[src/rtl/id_ex_stage_pkg.sv]
// Shared definitions for the ID/EX pipeline register slice:
// control-vector layout, opcode constants and a packing helper.
package id_ex_stage_pkg;

    localparam int CTRL_W = 6;

    typedef logic [CTRL_W-1:0] ctrl_t;

    // Bit positions inside the control vector, MSB first.
    localparam int C_REGWRITE = 5;
    localparam int C_MEMREAD  = 4;
    localparam int C_MEMWRITE = 3;
    localparam int C_MEMTOREG = 2;
    localparam int C_REGDST   = 1;
    localparam int C_ALUSRC   = 0;

    localparam ctrl_t NOP_CTRL = '0;

    localparam logic [5:0] OP_RTYPE = 6'b000000;
    localparam logic [5:0] OP_LW    = 6'b100011;
    localparam logic [5:0] OP_SW    = 6'b101011;
    localparam logic [5:0] OP_J     = 6'b000010;
    localparam logic [5:0] OP_BEQ   = 6'b000100;
    localparam logic [5:0] OP_BNE   = 6'b000101;

    function automatic ctrl_t pack_ctrl(
        input logic rw,
        input logic mr,
        input logic mw,
        input logic mtr,
        input logic rdst,
        input logic asrc
    );
        return {rw, mr, mw, mtr, rdst, asrc};
    endfunction

endpackage

[src/rtl/hazard_detect_unit.sv]
// Combinational load-use detector driving the upstream write enables.
// A taken flush suppresses the stall so the redirect goes through.
module hazard_detect_unit
    import id_ex_stage_pkg::*;
#(
    parameter int REG_AW = 5
) (
    input  logic              exValid,
    input  logic              exMemRead,
    input  logic [REG_AW-1:0] exRt,
    input  logic [REG_AW-1:0] idRs,
    input  logic [REG_AW-1:0] idRt,
    input  logic              flush,
    input  logic              hold,
    output logic              stallReq,
    output logic              pcWrite,
    output logic              ifIdWrite
);

    logic load_use;

    assign load_use  = exValid & exMemRead & (exRt != '0)
                     & ((exRt == idRs) | (exRt == idRt));
    assign stallReq  = load_use & ~flush;
    assign pcWrite   = ~(hold | stallReq);
    assign ifIdWrite = ~(hold | stallReq);

endmodule

[src/rtl/id_ex_stage.sv]
// ID/EX pipeline register with bubble insertion, flush, hold
// and a saturating count of inserted bubbles.
module id_ex_stage
    import id_ex_stage_pkg::*;
#(
    parameter int DATA_W = 32,
    parameter int REG_AW = 5,
    parameter int CNT_W  = 16
) (
    input  logic              clk,
    input  logic              rst,
    input  logic              regWrite,
    input  logic              memRead,
    input  logic              memWrite,
    input  logic              memToReg,
    input  logic              regDst,
    input  logic              ALUSrc,
    input  logic [DATA_W-1:0] readData1,
    input  logic [DATA_W-1:0] readData2,
    input  logic [DATA_W-1:0] signExtImm,
    input  logic [REG_AW-1:0] idRs,
    input  logic [REG_AW-1:0] idRt,
    input  logic [REG_AW-1:0] idRd,
    input  logic              flush,
    input  logic              hold,
    output logic              exRegWrite,
    output logic              exMemRead,
    output logic              exMemWrite,
    output logic              exMemToReg,
    output logic              exRegDst,
    output logic              exALUSrc,
    output logic [DATA_W-1:0] exData1,
    output logic [DATA_W-1:0] exData2,
    output logic [DATA_W-1:0] exImm,
    output logic [REG_AW-1:0] exRs,
    output logic [REG_AW-1:0] exRt,
    output logic [REG_AW-1:0] exRd,
    output logic              exValid,
    output logic              pcWrite,
    output logic              ifIdWrite,
    output logic [CNT_W-1:0]  stallCount
);

    ctrl_t             ctrl_q, ctrl_d;
    logic [DATA_W-1:0] d1_q, d1_d;
    logic [DATA_W-1:0] d2_q, d2_d;
    logic [DATA_W-1:0] imm_q, imm_d;
    logic [REG_AW-1:0] rs_q, rs_d;
    logic [REG_AW-1:0] rt_q, rt_d;
    logic [REG_AW-1:0] rd_q, rd_d;
    logic              valid_q, valid_d;
    logic [CNT_W-1:0]  cnt_q, cnt_d;
    logic              stall_req;

    hazard_detect_unit #(
        .REG_AW (REG_AW)
    ) u_hdu (
        .exValid   (valid_q),
        .exMemRead (ctrl_q[C_MEMREAD]),
        .exRt      (rt_q),
        .idRs      (idRs),
        .idRt      (idRt),
        .flush     (flush),
        .hold      (hold),
        .stallReq  (stall_req),
        .pcWrite   (pcWrite),
        .ifIdWrite (ifIdWrite)
    );

    always_comb begin
        ctrl_d  = ctrl_q;
        d1_d    = d1_q;
        d2_d    = d2_q;
        imm_d   = imm_q;
        rs_d    = rs_q;
        rt_d    = rt_q;
        rd_d    = rd_q;
        valid_d = valid_q;
        cnt_d   = cnt_q;
        if (!hold) begin
            d1_d  = readData1;
            d2_d  = readData2;
            imm_d = signExtImm;
            rs_d  = idRs;
            rt_d  = idRt;
            rd_d  = idRd;
            // Flush and bubble both squash control but keep the data path loaded.
            if (flush || stall_req) begin
                ctrl_d  = NOP_CTRL;
                valid_d = 1'b0;
            end else begin
                ctrl_d  = pack_ctrl(regWrite, memRead, memWrite,
                                    memToReg, regDst, ALUSrc);
                valid_d = 1'b1;
            end
            if (stall_req && (cnt_q != '1)) begin
                cnt_d = cnt_q + CNT_W'(1);
            end
        end
    end

    always_ff @(posedge clk) begin
        if (!rst) begin
            ctrl_q  <= NOP_CTRL;
            d1_q    <= '0;
            d2_q    <= '0;
            imm_q   <= '0;
            rs_q    <= '0;
            rt_q    <= '0;
            rd_q    <= '0;
            valid_q <= 1'b0;
            cnt_q   <= '0;
        end else begin
            ctrl_q  <= ctrl_d;
            d1_q    <= d1_d;
            d2_q    <= d2_d;
            imm_q   <= imm_d;
            rs_q    <= rs_d;
            rt_q    <= rt_d;
            rd_q    <= rd_d;
            valid_q <= valid_d;
            cnt_q   <= cnt_d;
        end
    end

    assign exRegWrite = ctrl_q[C_REGWRITE];
    assign exMemRead  = ctrl_q[C_MEMREAD];
    assign exMemWrite = ctrl_q[C_MEMWRITE];
    assign exMemToReg = ctrl_q[C_MEMTOREG];
    assign exRegDst   = ctrl_q[C_REGDST];
    assign exALUSrc   = ctrl_q[C_ALUSRC];
    assign exData1    = d1_q;
    assign exData2    = d2_q;
    assign exImm      = imm_q;
    assign exRs       = rs_q;
    assign exRt       = rt_q;
    assign exRd       = rd_q;
    assign exValid    = valid_q;
    assign stallCount = cnt_q;

endmodule

[config.mk]
export PLATFORM = sky130hd
export DESIGN_NAME = id_ex_stage
export DESIGN_NICKNAME = d
export VERILOG_FILES = /design/src/rtl/id_ex_stage_pkg.sv /design/src/rtl/hazard_detect_unit.sv /design/src/rtl/id_ex_stage.sv
export SDC_FILE = /design/constraint.sdc
export NUM_CORES = 1
export LEC_CHECK = 0
export ABC_AREA = 0
export BUFFER_PORTS_ARGS = -buffer_cell sky130_fd_sc_hd__clkbuf_2
export CORE_MARGIN = 2
export CORE_UTILIZATION = 30
export DETAILED_ROUTE_END_ITERATION = 10
export GPL_TIMING_DRIVEN = 0
export PLACE_DENSITY = 0.66
export SKIP_CTS_REPAIR_TIMING = 1
export SYNTH_ARGS = -nofsm -noshare
export SYNTH_HDL_FRONTEND = slang
export SYNTH_SLANG_ARGS = --single-unit
[constraint.sdc]
create_clock -name clk -period 5.49 [get_ports clk]
set_clock_uncertainty 0.1 [all_clocks]
set_input_delay 1.647 -clock clk [delete_from_list [all_inputs] [get_ports clk]]
set_output_delay 1.647 -clock clk [all_outputs]
set_load 0.005 [all_outputs]
== Word-level counts from Yosys, hierarchy flattened ==
Cells that the tools add are included.

* Register bits: 134
* Input bits: 121
* Output and inout port bits: 136

* $add $sub $neg: 1
* Equal/unequal tests: 3
* Mux-type cells: 2
* Bitwise logic cells: 9
* Reductions and logical operators: 4

{| class="wikitable"
|+ Operator list
! operator !! number
|-
| 16-bit by 1-bit adder with 16-bit output (second input constant) || 1
|-
| 16-bit inequality test (second input constant) || 1
|-
| 5-bit equality test || 2
|-
| 6-bit 2-to-1 mux || 1
|-
| 5-bit nonzero test || 1
|-
| 1-bit AND || 4
|-
| 1-bit inverter || 3
|-
| 1-bit bitwise OR || 2
|-
| 2-bit AND reduction || 1
|-
| 1-bit logical AND || 1
|-
| 1-bit logical OR || 1
|-
| 1-bit 2-to-1 mux || 1
|}

== Logic depth before layout (Yosys ltp) ==
Gate-level depths: netlist of run 1.

* Depth in word-level cells: 6
* Gate-level depth with buffers: 8

== Hierarchy ==
Synthesis of run 1 repeated with hierarchy kept, for this count alone.

* Cells, all modules: 509
* Area total of the unflattened synthesis: 5134.9 sq um

{| class="wikitable"
|+ Modules (own cells, without submodules)
! module !! times used !! cells an instance !! area an instance (sq um)
|-
| id_ex_stage || 1 || 487 || 4973.5
|-
| hazard_detect_unit || 1 || 22 || 161.4
|}

== Least setup slack after synthesis of run 1 ==
No wires, ideal clock.

* Kind: input port to output port
* From: input idRs[4]
* To: output pcWrite
* Arrival: 2.793 ns
* Data required time: 3.743 ns
* Slack: 0.950 ns
* Stages: 8
* Buffers on the path: 3
* Cells stage by stage: xor2_1 -> nor3_2 -> a22oi_2 -> buf_6 -> buf_2 -> nor3_1 -> nor2_1 -> buf_4

* Longest elaborated chain between the ends: 6

{| class="wikitable"
|+ RTL lines
! what !! line !! RTL
|-
| start: declaration || id_ex_stage.sv:21 || <nowiki>input logic [REG_AW-1:0] idRs,</nowiki>
|-
| 5-bit equality test || hazard_detect_unit.sv:23 || <nowiki>& ((exRt == idRs) | (exRt == idRt));</nowiki>
|-
| 1-bit bitwise OR || hazard_detect_unit.sv:23 ||
|-
| 1-bit AND || hazard_detect_unit.sv:23 ||
|-
| 1-bit AND || hazard_detect_unit.sv:24 || <nowiki>assign stallReq = load_use & ~flush;</nowiki>
|-
| 1-bit bitwise OR || -- ||
|-
| 1-bit inverter || -- ||
|-
| end: declaration || id_ex_stage.sv:39 || <nowiki>output logic pcWrite,</nowiki>
|}

Every way passes these cells.

== Final worst setup path of run 1 ==
* From: input idRs[0]
* To: output pcWrite

* Longest elaborated chain between the ends: 6

{| class="wikitable"
|+ RTL lines
! what !! line !! RTL
|-
| 5-bit equality test || hazard_detect_unit.sv:23 ||
|-
| 1-bit bitwise OR || hazard_detect_unit.sv:23 ||
|-
| 1-bit AND || hazard_detect_unit.sv:23 ||
|-
| 1-bit AND || hazard_detect_unit.sv:24 ||
|-
| 1-bit bitwise OR || hazard_detect_unit.sv:25 || <nowiki>assign pcWrite = ~(hold | stallReq);</nowiki>
|-
| 1-bit inverter || hazard_detect_unit.sv:25 ||
|}

Every way passes these cells.

==> impl_results.html, run 1 <==
<table>
<tr><th>Metric</th><th>Value</th></tr>
<tr><th colspan="2">Power</th></tr>
<tr><td>Worst-case vdd ir drop</td><td>0.0001936 V</td></tr>
<tr><td>Pwr dens</td><td>between 300 and 400 nW/um^2</td></tr>
<tr><td>Final Power</td><td>2.574 mW</td></tr>
<tr><td>P_leak</td><td>roughly 3.7 nW</td></tr>
<tr><th colspan="2">Drt</th></tr>
<tr><td>Drc violations</td><td>0</td></tr>
<tr><td>Violation count after the first detailed-route iteration</td><td>150</td></tr>
<tr><td>Overall routed net length</td><td>15.02 mm</td></tr>
<tr><td>Detail Route Antenna Nets</td><td>0</td></tr>
<tr><td>Via-per-instance ratio</td><td>4.560</td></tr>
<tr><td>Final routed wire length divided by cell count</td><td>~15 um</td></tr>
<tr><td>Drt pass-1 iters</td><td>4</td></tr>
<tr><td>Vias after detailed routing</td><td>roughly 4700</td></tr>
<tr><th colspan="2">Placement</th></tr>
<tr><td># port buffers</td><td>between 200 and 300</td></tr>
<tr><td>Worst slack at placement</td><td>between 0.3 and 0.4 ns</td></tr>
<tr><td>Dpl cells</td><td>a little under 1000</td></tr>
<tr><td>Half-perimeter wire length after placement</td><td>approximately 11 mm</td></tr>
<tr><td>Last weighted congestion value of the routability-driven placer</td><td>0.8051</td></tr>
<tr><th colspan="2">Synth</th></tr>
<tr><td>Post-synth top flop</td><td>sky130_fd_sc_hd__dfxtp_1</td></tr>
<tr><td>Post-synth EDFFs</td><td>0</td></tr>
<tr><td>Simple-Gate Fraction of Synth Area</td><td>between 15 and 20%</td></tr>
<tr><td>Area share of xor/xnor cells in the synthesized design</td><td>around 1.7%</td></tr>
<tr><td>Async S/R FF share, synth</td><td>0%</td></tr>
<tr><td>Netlist area before placement</td><td>between 5000 and 6000 sq um</td></tr>
<tr><td>YS warnings</td><td>0</td></tr>
<tr><td>Post-synthesis net count</td><td>about 640</td></tr>
<tr><td>Post-Syn Instances</td><td>515</td></tr>
<tr><td>Count of different cell masters after synthesis</td><td>39</td></tr>
<tr><td>Largest family of logic cells by synthesized area</td><td>multiplexers</td></tr>
<tr><td>Adder-Cell Fraction of Synth Area</td><td>less than 1%</td></tr>
<tr><td>Mux share of post-synthesis cell area</td><td>a little over a fifth</td></tr>
<tr><td>Post-synthesis sequential area ratio</td><td>51.08%</td></tr>
<tr><td>Mean area per synthesized cell</td><td>10.20 sq um</td></tr>
<tr><td>Post-synthesis sequential element count</td><td>between 100 and 150</td></tr>
<tr><td>Compound-gate portion of the synthesized area</td><td>between 4 and 5%</td></tr>
<tr><th colspan="2">Finish</th></tr>
<tr><td>Total Nets Final</td><td>between 900 and 1000</td></tr>
<tr><td>Non-filler cells, final</td><td>1027</td></tr>
<tr><td>Ant diodes</td><td>0</td></tr>
<tr><td>Fraction of final layout cells with drive strength greater than 1</td><td>39.28%</td></tr>
<tr><td>Area growth from synthesis to layout</td><td>42.08%</td></tr>
<tr><th colspan="2">Clocking</th></tr>
<tr><td>CTS buffer count</td><td>17</td></tr>
<tr><td>Number of buffers on the longest clock path</td><td>2</td></tr>
<tr><td>Clock-pin slew on the worst setup and hold paths</td><td>approximately 0.06 ns</td></tr>
<tr><td>H-tree levels</td><td>4</td></tr>
<tr><td>Clk root buf</td><td>sky130_fd_sc_hd__clkbuf_16</td></tr>
<tr><td>TritonCTS clock tree</td><td>yes</td></tr>
<tr><td>Latest clock arrival within the worst-skew pair</td><td>between 0.4 and 0.5 ns</td></tr>
<tr><td>Clock Sinks</td><td>between 100 and 150</td></tr>
<tr><th colspan="2">Floorplanning</th></tr>
<tr><td>Die boundary width</td><td>136.3 um</td></tr>
<tr><td>Vertical die dimension</td><td>about 140 um</td></tr>
<tr><td>Row Count</td><td>48</td></tr>
<tr><td>Initial core utilization</td><td>30.57%</td></tr>
<tr><td>Io pins</td><td>approximately 260</td></tr>
<tr><td>Placeable core region</td><td>about 17000 sq um</td></tr>
<tr><td>Die footprint</td><td>between 15000 and 20000 sq um</td></tr>
<tr><th colspan="2">STA</th></tr>
<tr><td>Final worst-path setup slack</td><td>a little over 0.4 ns</td></tr>
<tr><td>Clock period minus final worst setup slack</td><td>roughly 5.1 ns</td></tr>
<tr><td>Slew Viols, Final</td><td>0</td></tr>
<tr><td>Maximum frequency from static timing analysis</td><td>0.1967 GHz</td></tr>
<tr><td>Worst-margin pin slew</td><td>approximately 0.88 ns</td></tr>
<tr><td>Final setup TNS</td><td>0 ns</td></tr>
<tr><td>Final period utilization</td><td>92.63%</td></tr>
<tr><td>Final Hold Vio Count</td><td>0</td></tr>
<tr><td>Unrepaired setup endpoints after global routing</td><td>false</td></tr>
<tr><td>Post-Route Hold Slack</td><td>about 0.4 ns</td></tr>
<tr><td>Number of setup violations in the final report</td><td>0</td></tr>
<tr><td>Worst max-slew margin expressed relative to the limit</td><td>between 40% and 50%</td></tr>
<tr><th colspan="2">Global route</th></tr>
<tr><td>GR Overflow Total</td><td>0</td></tr>
<tr><td>Antenna violations before repair</td><td>0</td></tr>
<tr><td>Pin count of the biggest net entering global routing</td><td>17</td></tr>
<tr><td>Via count of the first global-routing pass</td><td>4400</td></tr>
<tr><td>All-Layer GR Usage</td><td>around 16%</td></tr>
<tr><td>First-pass GRT wire length</td><td>roughly 23 mm</td></tr>
<tr><th colspan="2">Job</th></tr>
<tr><td>Max capacitance violation total</td><td>0</td></tr>
<tr><th colspan="2">Min path</th></tr>
<tr><td>Path class of the lowest-slack min-delay path</td><td>reg -&gt; reg</td></tr>
<tr><th colspan="2">Status</th></tr>
<tr><td>Outcome</td><td>complete, no violations</td></tr>
<tr><th colspan="2">Worst setup path</th></tr>
<tr><td>Crit path kind</td><td>in -&gt; out</td></tr>
<tr><td>Critical Path AT</td><td>3.34 ns</td></tr>
<tr><td>Required time at the endpoint of the critical path</td><td>between 3 and 4 ns</td></tr>
<tr><td>Worst Path Max Fanout</td><td>10</td></tr>
<tr><td>Critical Path Start Type</td><td>input port</td></tr>
<tr><td>Capturing element type of the critical path</td><td>primary output</td></tr>
</table>
==> logic make-up (layout without fill, tap and decap cells) <==
group | count (synthesis) | in the layout
multiplexers | 113 | 113
AO/OA/AOI/OAI | 39 | 39
flip-flops | 134 | 134
adder cells (fa/ha/maj) | 1 | 1
buffers and inverters | 37 | 324
XOR/XNOR | 10 | 10
AND/OR/NAND/NOR | 181 | 181
==> Yosys cell counts (2+ instances only) <==
| master | n | area [sq um] |
|---|---|---|
| sky130_fd_sc_hd__or4_1 | 11 | 82.58 |
| sky130_fd_sc_hd__o31ai_1 | 11 | 82.58 |
| sky130_fd_sc_hd__nand2_1 | 8 | 30.03 |
| sky130_fd_sc_hd__or4_4 | 2 | 22.52 |
| sky130_fd_sc_hd__nor3_2 | 2 | 20.02 |
| sky130_fd_sc_hd__nor4_1 | 3 | 18.77 |
| sky130_fd_sc_hd__a21oi_1 | 12 | 60.06 |
| sky130_fd_sc_hd__nor2_1 | 116 | 435.4 |
| sky130_fd_sc_hd__nor3_1 | 2 | 10.01 |
| sky130_fd_sc_hd__xor2_1 | 10 | 87.58 |
| sky130_fd_sc_hd__o31a_1 | 2 | 17.52 |
| sky130_fd_sc_hd__o211ai_1 | 2 | 15.01 |
| sky130_fd_sc_hd__buf_2 | 12 | 60.06 |
| sky130_fd_sc_hd__nand3_1 | 19 | 95.09 |
| sky130_fd_sc_hd__or3_1 | 2 | 12.51 |
| sky130_fd_sc_hd__clkbuf_1 | 17 | 63.81 |
| sky130_fd_sc_hd__o21a_1 | 2 | 15.01 |
| sky130_fd_sc_hd__dfxtp_1 | 134 | 2683 |
| sky130_fd_sc_hd__buf_12 | 2 | 40.04 |
| sky130_fd_sc_hd__nand4_1 | 6 | 37.54 |
| sky130_fd_sc_hd__nand2b_1 | 2 | 12.51 |
| sky130_fd_sc_hd__o21ai_0 | 7 | 35.03 |
| sky130_fd_sc_hd__mux2i_1 | 113 | 1131 |
| sky130_fd_sc_hd__buf_6 | 3 | 33.78 |
==> state kept, by name (all words and copies together) (netlist names) <==
name        count
exData1        32
exData2        32
exImm          32
stallCount     16
ctrl_q          6
exRd            5
exRs            5
exRt            5
exValid         1
==> layout by cell type, fill, tap and decap left out, drive strengths merged, types with 6 or more instances in the layout <==
master and instances:
mux2i 113, nand2 8, or4 13, o21ai 8
dfxtp 134, nand3 21, buf 18, o31ai 11
nand4 6, clkbuf 290, a21oi 12, nor2 117
xor2 10
==> metrics by stage <==
step | area [sq um] | utilization (%)
after global placement | 6809 | 39.64
after floorplan | 5251 | -
after global routing | 7461 | 43.44
after detailed placement | 6809 | 39.64
after CTS | 7461 | 43.44
final | 7461 | 43.44
==> where the power goes <==
| group | leakage, nW | internal [mW] | switching, mW |
|---|---|---|---|
| clock | 0.312 | 0.813 | 0.459 |
| combinational | 2.28 | 0.125 | 0.125 |
| sequential | 1.10 | 1.02 | 0.0288 |
| total | 3.70 | 1.96 | 0.613 |
==> metal layers <==
layer	wire length, um	part of all wire, %	track usage [%]
met1	6592	44	20.33
met2	7010	47	24.71
met3	1063	7.1	5.444
met4	354	2.4	7.465
met5	0	0	0
==> layout make-up <==
class / instances / area [sq um]
clock inverter: 14 / 222.7
sequential: 134 / 2683
clock buffer: 18 / 429.2
fill: 1726 / 9716
timing repair buffer: 255 / 1276
multi-input combinational: 344 / 2356
inverter: 2 / 7.507
buffer: 35 / 205.2
tap: 225 / 281.5
==> worst max-delay path, stage by stage <==
cell                       delay, ns
sky130_fd_sc_hd__clkbuf_2       0.10
sky130_fd_sc_hd__xor2_1         0.23
sky130_fd_sc_hd__nor3_2         0.08
sky130_fd_sc_hd__a22oi_2        0.36
sky130_fd_sc_hd__buf_6          0.20
sky130_fd_sc_hd__buf_2          0.23
sky130_fd_sc_hd__nor3_1         0.08
sky130_fd_sc_hd__nor2_1         0.17
sky130_fd_sc_hd__buf_4          0.14
sky130_fd_sc_hd__clkbuf_2       0.10
==> final timing paths <==
path | slack, ns | cells past startpoint | from | endpoint
worst max-delay path | 0.40 | 10 | idRs[0] | pcWrite
worst max register to register | 3.30 | 8 | stallCount[0] | stallCount[11]
worst min-delay path | 0.39 | 2 | exData2[30] | exData2[30]
worst min register to register | 0.39 | 2 | exData2[30] | exData2[30]
Note: power is estimated with default switching activity, not from simulation.
==> run 2: changes to the inputs <==
--- a/config.mk
+++ b/config.mk
@@ -6,12 +6,13 @@
 export NUM_CORES = 1
 export LEC_CHECK = 0
 export ABC_AREA = 0
-export BUFFER_PORTS_ARGS = -buffer_cell sky130_fd_sc_hd__clkbuf_2
 export CORE_MARGIN = 2
 export CORE_UTILIZATION = 30
+export CTS_BUF_LIST = sky130_fd_sc_hd__clkbuf_8 sky130_fd_sc_hd__clkbuf_16
 export DETAILED_ROUTE_END_ITERATION = 10
+export DONT_BUFFER_PORTS = 1
 export GPL_TIMING_DRIVEN = 0
-export PLACE_DENSITY = 0.66
+export PLACE_DENSITY = 0.54
 export SKIP_CTS_REPAIR_TIMING = 1
 export SYNTH_ARGS = -nofsm -noshare
 export SYNTH_HDL_FRONTEND = slang
==> impl_results.html, run 2 (synthesis gave the netlist of run 1 again) <==
<table>
<tr><th>Metric</th><th>Value</th></tr>
<tr><th colspan="2">Min path</th></tr>
<tr><td>End point of the worst hold path</td><td>exRs[1]</td></tr>
<tr><td>Count of cells along the worst hold path</td><td>2</td></tr>
<tr><td>Path class of the lowest-slack min-delay path</td><td>reg -&gt; reg</td></tr>
<tr><td>Worst min-delay path startpoint</td><td>exRs[1]</td></tr>
<tr><th colspan="2">Floorplanning</th></tr>
<tr><td>Io pins</td><td>257</td></tr>
<tr><td>Placeable core region</td><td>between 15000 and 20000 sq um</td></tr>
<tr><td>Row Count</td><td>48</td></tr>
<tr><td>Die boundary width</td><td>~140 um</td></tr>
<tr><td>Initial core utilization</td><td>30.57%</td></tr>
<tr><td>Die footprint</td><td>about 19000 sq um</td></tr>
<tr><td>Vertical die dimension</td><td>136.3 um</td></tr>
<tr><th colspan="2">Worst setup path</th></tr>
<tr><td>Cell type with the highest occurrence count on the critical path</td><td>sky130_fd_sc_hd__clkbuf_1</td></tr>
<tr><td>Capture point of the worst reg-to-reg path</td><td>stallCount[9]</td></tr>
<tr><td>Total buffers and inverters traversed by the critical path</td><td>4</td></tr>
<tr><td>Cell count of the worst reg-to-reg path</td><td>8</td></tr>
<tr><td>Capturing element type of the critical path</td><td>primary output</td></tr>
<tr><td>Worst Path Max Fanout</td><td>10</td></tr>
<tr><td>Slowest stage cell, crit path</td><td>sky130_fd_sc_hd__clkbuf_1</td></tr>
<tr><td>Chain of cells forming the critical path</td><td>clkbuf_1 &gt; clkbuf_1 &gt; clkbuf_1 &gt; nor2_1 &gt; buf_4</td></tr>
<tr><td>Critical Path AT</td><td>about 3.2 ns</td></tr>
<tr><td>Critical Path Start Type</td><td>input port</td></tr>
<tr><td>Required time at the endpoint of the critical path</td><td>around 3.7 ns</td></tr>
<tr><td>Gate family responsible for the most delay along the worst path</td><td>buffers and inverters</td></tr>
<tr><td>Flop-to-flop setup slack</td><td>3.18 ns</td></tr>
<tr><td>Crit path kind</td><td>in -&gt; out</td></tr>
<tr><td>CP peak stage delay</td><td>0.54 ns</td></tr>
<tr><td>Critical R2R Launch</td><td>stallCount[0]</td></tr>
<tr><th colspan="2">Placement</th></tr>
<tr><td># port buffers</td><td>0</td></tr>
<tr><td>Half-perimeter wire length after placement</td><td>slightly above 10 mm</td></tr>
<tr><td>Last weighted congestion value of the routability-driven placer</td><td>roughly 0.8</td></tr>
<tr><td>Area post-placement</td><td>roughly 5500 sq um</td></tr>
<tr><td>Dpl cells</td><td>740</td></tr>
<tr><th colspan="2">STA</th></tr>
<tr><td>Final setup TNS</td><td>0 ns</td></tr>
<tr><td>Number of setup violations in the final report</td><td>0</td></tr>
<tr><td>Final period utilization</td><td>approximately nine tenths</td></tr>
<tr><td>Worst max-slew margin expressed relative to the limit</td><td>a little under three fifths</td></tr>
<tr><td>Final Hold Vio Count</td><td>0</td></tr>
<tr><td>Clock period minus final worst setup slack</td><td>4.942 ns</td></tr>
<tr><td>Worst-margin pin slew</td><td>0.6404 ns</td></tr>
<tr><td>Maximum frequency from static timing analysis</td><td>0.2024 GHz</td></tr>
<tr><td>Unrepaired setup endpoints after global routing</td><td>false</td></tr>
<tr><td>Slew Viols, Final</td><td>0</td></tr>
<tr><th colspan="2">Clocking</th></tr>
<tr><td>CTS buffer count</td><td>17</td></tr>
<tr><td>Clock-pin slew on the worst setup and hold paths</td><td>around 0.060 ns</td></tr>
<tr><td>H-tree levels</td><td>4</td></tr>
<tr><td>Number of buffers on the longest clock path</td><td>2</td></tr>
<tr><td>TritonCTS clock tree</td><td>yes</td></tr>
<tr><td>Clock Sinks</td><td>between 100 and 150</td></tr>
<tr><td>Clk root buf</td><td>sky130_fd_sc_hd__clkbuf_16</td></tr>
<tr><td>Latest clock arrival within the worst-skew pair</td><td>0.41 ns</td></tr>
<tr><th colspan="2">Job</th></tr>
<tr><td>Max capacitance violation total</td><td>0</td></tr>
<tr><th colspan="2">Drt</th></tr>
<tr><td>Drt pass-1 iters</td><td>4</td></tr>
<tr><td>Final routed wire length divided by cell count</td><td>~18 um</td></tr>
<tr><td>Overall routed net length</td><td>between 10 and 15 mm</td></tr>
<tr><td>Detail Route Antenna Nets</td><td>0</td></tr>
<tr><td>Drc violations</td><td>0</td></tr>
<tr><td>Vias after detailed routing</td><td>~3800</td></tr>
<tr><td>Via-per-instance ratio</td><td>4.929</td></tr>
<tr><td>Violation count after the first detailed-route iteration</td><td>between 150 and 200</td></tr>
<tr><th colspan="2">Global route</th></tr>
<tr><td>Pin count of the biggest net entering global routing</td><td>17</td></tr>
<tr><td>All-Layer GR Usage</td><td>between 10% and 20%</td></tr>
<tr><td>Via count of the first global-routing pass</td><td>3869</td></tr>
<tr><td>GR Overflow Total</td><td>0</td></tr>
<tr><td>First-pass GRT wire length</td><td>about 21 mm</td></tr>
<tr><td>Antenna violations before repair</td><td>0</td></tr>
<tr><th colspan="2">Status</th></tr>
<tr><td>Outcome</td><td>complete, no violations</td></tr>
<tr><th colspan="2">Finish</th></tr>
<tr><td>Most frequent cells in the layout</td><td>134 x sky130_fd_sc_hd__dfxtp_1, 116 x sky130_fd_sc_hd__nor2_1, 113 x sky130_fd_sc_hd__mux2i_1</td></tr>
<tr><td>Fill cell count</td><td>approximately 1700</td></tr>
<tr><td>Post-route standard cell area excluding fillers</td><td>slightly above 6000 sq um</td></tr>
<tr><td>Area growth from synthesis to layout</td><td>17.16%</td></tr>
<tr><td>Total Nets Final</td><td>about 660</td></tr>
<tr><td>Util after Layout</td><td>~36%</td></tr>
<tr><td>Most common library cell in the layout ignoring fill and taps</td><td>sky130_fd_sc_hd__dfxtp_1</td></tr>
<tr><td>Ant diodes</td><td>0</td></tr>
<tr><td>Fraction of final layout cells with drive strength greater than 1</td><td>between 10% and 20%</td></tr>
<tr><td>Non-filler cells, final</td><td>between 700 and 800</td></tr>
<tr><th colspan="2">Power</th></tr>
<tr><td>Final Power</td><td>between 2 and 2.5 mW</td></tr>
<tr><td>Worst-case vdd ir drop</td><td>roughly 0.00019 V</td></tr>
<tr><td>P_leak</td><td>~2.6 nW</td></tr>
<tr><td>Pwr dens</td><td>388.8 nW/um^2</td></tr>
</table>
-- run 2: power breakdown --
group / total, mW / internal (mW) / switching, mW
clock network: 1.18 / 0.728 / 0.449
registers: 1.07 / 1.02 / 0.0445
logic: 0.147 / 0.0647 / 0.0828
-- run 2: tightest hold or removal path: cells and delay by family (launching register included) --
| kind | cells | cell delay (ns) |
|---|---|---|
| DFF | 1 | 0.34 |
| and+or+nand+nor | 1 | 0.07 |
| muxes | 1 | 0.07 |
-- run 2: layer usage --
layer	track usage (%)	wire (um)	up-vias
met5	0	0	-
met4	5.266	172	0
met3	5.891	1167	13
met2	24.26	6813	171
met1	16.63	5606	1798
li1	-	-	1823
-- run 2: final cells by class --
| class | count | area [sq um] | area share (%) |
|---|---|---|---|
| clock buffers | 21 | 480.5 | 7.810 |
| clock inverters | 11 | 138.9 | 2.257 |
| flip-flops and latches | 134 | 2683 | 43.60 |
| multi-input cells | 344 | 2356 | 38.30 |
| well taps | 225 | 281.5 | 4.576 |
| inverters | 2 | 7.507 | 0.1220 |
| plain buffers | 35 | 205.2 | 3.335 |
-- run 2: worst max path at each step --
stage,slack (ns),to,depth (start not counted),startpoint
after CTS,0.44,pcWrite,5,hold
after global placement,0.46,pcWrite,5,hold
final,0.55,pcWrite,5,hold
after detailed placement,0.45,pcWrite,5,hold
after global routing,0.33,pcWrite,5,hold
after floorplan,0.95,pcWrite,8,idRs[4]
-- run 2: stage by stage --
| stage | hold slack, ns | setup slack, ns |
|---|---|---|
| final | 0.4196 | 0.5485 |
| after global routing | 0.4581 | 0.3343 |
| after floorplan | 0.3770 | 0.9498 |
| after global placement | 0.4013 | 0.4588 |
| after detailed placement | 0.4140 | 0.4465 |
| after CTS | 0.4233 | 0.4425 |
==> run 3: changes to the inputs <==
--- a/config.mk
+++ b/config.mk
@@ -7,12 +7,12 @@
 export LEC_CHECK = 0
 export ABC_AREA = 0
 export CORE_MARGIN = 2
-export CORE_UTILIZATION = 30
+export CORE_UTILIZATION = 55
 export CTS_BUF_LIST = sky130_fd_sc_hd__clkbuf_8 sky130_fd_sc_hd__clkbuf_16
 export DETAILED_ROUTE_END_ITERATION = 10
 export DONT_BUFFER_PORTS = 1
 export GPL_TIMING_DRIVEN = 0
-export PLACE_DENSITY = 0.54
+export PLACE_DENSITY = 0.8
 export SKIP_CTS_REPAIR_TIMING = 1
 export SYNTH_ARGS = -nofsm -noshare
 export SYNTH_HDL_FRONTEND = slang
==> impl_results.html, run 3 (synthesis gave the netlist of run 1 again) <==
<table>
<tr><th>Metric</th><th>Value</th></tr>
<tr><th colspan="2">Status</th></tr>
<tr><td>Outcome</td><td>complete, no violations</td></tr>
<tr><th colspan="2">Worst setup path</th></tr>
<tr><td>Critical Path Start Type</td><td>input port</td></tr>
<tr><td>Crit path kind</td><td>in -&gt; out</td></tr>
<tr><td>Required time at the endpoint of the critical path</td><td>between 3 and 4 ns</td></tr>
<tr><td>Capture point of the worst reg-to-reg path</td><td>stallCount[12]</td></tr>
<tr><td>Startpoint of the worst setup timing path</td><td>idRs[4]</td></tr>
<tr><td>Worst Path Max Fanout</td><td>10</td></tr>
<tr><td>Flop-to-flop setup slack</td><td>approximately 3.2 ns</td></tr>
<tr><td>Critical R2R Launch</td><td>stallCount[0]</td></tr>
<tr><td>Cell count of the worst reg-to-reg path</td><td>8</td></tr>
<tr><td>Critical Path AT</td><td>about 3.2 ns</td></tr>
<tr><td>Capturing element type of the critical path</td><td>primary output</td></tr>
<tr><th colspan="2">Clocking</th></tr>
<tr><td>H-tree levels</td><td>4</td></tr>
<tr><td>Latest clock arrival within the worst-skew pair</td><td>about 0.50 ns</td></tr>
<tr><td>Number of buffers on the longest clock path</td><td>2</td></tr>
<tr><td>Clock Sinks</td><td>around 130</td></tr>
<tr><td>Clock-pin slew on the worst setup and hold paths</td><td>~0.06 ns</td></tr>
<tr><td>Clk root buf</td><td>sky130_fd_sc_hd__clkbuf_8</td></tr>
<tr><td>TritonCTS clock tree</td><td>yes</td></tr>
<tr><td>CTS buffer count</td><td>17</td></tr>
<tr><th colspan="2">Global route</th></tr>
<tr><td>First-pass GRT wire length</td><td>between 15 and 20 mm</td></tr>
<tr><td>Pin count of the biggest net entering global routing</td><td>17</td></tr>
<tr><td>GR Overflow Total</td><td>0</td></tr>
<tr><td>Antenna violations before repair</td><td>0</td></tr>
<tr><td>All-Layer GR Usage</td><td>between 20% and 30%</td></tr>
<tr><td>Via count of the first global-routing pass</td><td>just under 4000</td></tr>
<tr><th colspan="2">STA</th></tr>
<tr><td>Final setup TNS</td><td>0 ns</td></tr>
<tr><td>Worst max-slew margin expressed relative to the limit</td><td>between 60% and 70%</td></tr>
<tr><td>Final period utilization</td><td>around 90%</td></tr>
<tr><td>Number of setup violations in the final report</td><td>0</td></tr>
<tr><td>Slew Viols, Final</td><td>0</td></tr>
<tr><td>Worst-margin pin slew</td><td>0.5763 ns</td></tr>
<tr><td>Unrepaired setup endpoints after global routing</td><td>false</td></tr>
<tr><td>Clock period minus final worst setup slack</td><td>~5.0 ns</td></tr>
<tr><td>Final Hold Vio Count</td><td>0</td></tr>
<tr><td>Maximum frequency from static timing analysis</td><td>slightly above 0.2 GHz</td></tr>
<tr><th colspan="2">Drt</th></tr>
<tr><td>Drc violations</td><td>0</td></tr>
<tr><td>Vias after detailed routing</td><td>3940</td></tr>
<tr><td>Overall routed net length</td><td>13.35 mm</td></tr>
<tr><td>Detail Route Antenna Nets</td><td>0</td></tr>
<tr><td>Drt pass-1 iters</td><td>4</td></tr>
<tr><td>Via-per-instance ratio</td><td>roughly 6</td></tr>
<tr><td>Violation count after the first detailed-route iteration</td><td>131</td></tr>
<tr><td>Final routed wire length divided by cell count</td><td>about 20 um</td></tr>
<tr><th colspan="2">Min path</th></tr>
<tr><td>End point of the worst hold path</td><td>ctrl_q[3]</td></tr>
<tr><td>Count of cells along the worst hold path</td><td>2</td></tr>
<tr><td>Path class of the lowest-slack min-delay path</td><td>reg -&gt; reg</td></tr>
<tr><td>Worst min-delay path startpoint</td><td>ctrl_q[3]</td></tr>
<tr><th colspan="2">Floorplanning</th></tr>
<tr><td>Io pins</td><td>approximately 260</td></tr>
<tr><td>Row Count</td><td>35</td></tr>
<tr><td>Vertical die dimension</td><td>101.7 um</td></tr>
<tr><td>Die footprint</td><td>approximately 10000 sq um</td></tr>
<tr><td>Initial core utilization</td><td>between 50 and 60%</td></tr>
<tr><td>Die boundary width</td><td>a little over 100 um</td></tr>
<tr><td>Placeable core region</td><td>between 9000 and 10000 sq um</td></tr>
<tr><th colspan="2">Finish</th></tr>
<tr><td>Area growth from synthesis to layout</td><td>14.25%</td></tr>
<tr><td>Non-filler cells, final</td><td>between 600 and 700</td></tr>
<tr><td>Ant diodes</td><td>0</td></tr>
<tr><td>Most common library cell in the layout ignoring fill and taps</td><td>sky130_fd_sc_hd__dfxtp_1</td></tr>
<tr><td>Fraction of final layout cells with drive strength greater than 1</td><td>between 10% and 20%</td></tr>
<tr><td>Most frequent cells in the layout</td><td>134 x sky130_fd_sc_hd__dfxtp_1, 116 x sky130_fd_sc_hd__nor2_1, 113 x sky130_fd_sc_hd__mux2i_1</td></tr>
<tr><td>Total Nets Final</td><td>roughly 660</td></tr>
<tr><td>Util after Layout</td><td>64.93%</td></tr>
<tr><th colspan="2">Placement</th></tr>
<tr><td>Dpl cells</td><td>between 600 and 700</td></tr>
<tr><td># port buffers</td><td>0</td></tr>
<tr><td>Last weighted congestion value of the routability-driven placer</td><td>between 0.9 and 1</td></tr>
<tr><td>Half-perimeter wire length after placement</td><td>between 9 and 10 mm</td></tr>
<tr><th colspan="2">Power</th></tr>
<tr><td>P_leak</td><td>2.561 nW</td></tr>
<tr><td>Worst-case vdd ir drop</td><td>0.0002389 V</td></tr>
<tr><td>Pwr dens</td><td>slightly below 400 nW/um^2</td></tr>
<tr><th colspan="2">Job</th></tr>
<tr><td>Max capacitance violation total</td><td>0</td></tr>
</table>
==> run 3: worst max-delay path by stage <==
stage	endpoint	slack, ns	cells after the start
after floorplan	pcWrite	0.95	8
after global placement	pcWrite	0.56	5
after detailed placement	pcWrite	0.55	5
after CTS	pcWrite	0.54	5
after global routing	pcWrite	0.47	5
final	pcWrite	0.54	8
==> run 3: metal layers <==
metal | track usage (%) | routed length (um) | vias up
met1 | 26.69 | 5028 | 1907
met2 | 43.62 | 7028 | 187
met4 | 8.316 | 187 | 0
met5 | 0 | 0 | -
li1 | - | - | 1830
met3 | 10.56 | 1102 | 16
==> run 3: power breakdown <==
part / leakage [nW] / switching, mW / total (mW) / internal, mW
Sequential: 1.10 / 0.0476 / 1.07 / 1.02
Clock: 0.284 / 0.473 / 1.11 / 0.637
Combinational: 1.17 / 0.0813 / 0.146 / 0.0646
Total: 2.56 / 0.602 / 2.33 / 1.73
==> run 3: worst max-delay path, stage by stage <==
cell,delay [ns]
sky130_fd_sc_hd__xor2_1,0.17
sky130_fd_sc_hd__nor3_2,0.07
sky130_fd_sc_hd__a22oi_2,0.37
sky130_fd_sc_hd__buf_6,0.20
sky130_fd_sc_hd__buf_2,0.23
sky130_fd_sc_hd__nor3_1,0.07
sky130_fd_sc_hd__nor2_1,0.26
sky130_fd_sc_hd__buf_4,0.17
==> run 3: area by class of cell <==
type	count	area, sq um
Buffer	35	205.2
Clock buffer	18	427.9
Clock inverter	14	158.9
Fill cell	747	3241
Inverter	2	7.507
Multi-Input combinational cell	344	2356
Sequential cell	134	2683
Tap cell	129	161.4
==> run 3: stage by stage <==
stage                     hold slack, ns  power (mW)  area, sq um  setup WS [ns]
after global placement            0.3956       1.229         5413         0.5631
final                             0.4232       2.327         6000         0.5387
after global routing              0.4500       2.410         6000         0.4724
after floorplan                   0.3770       1.197         5251         0.9498
after detailed placement          0.4165       1.238         5413         0.5508
after CTS                         0.4231       2.340         6000         0.5431
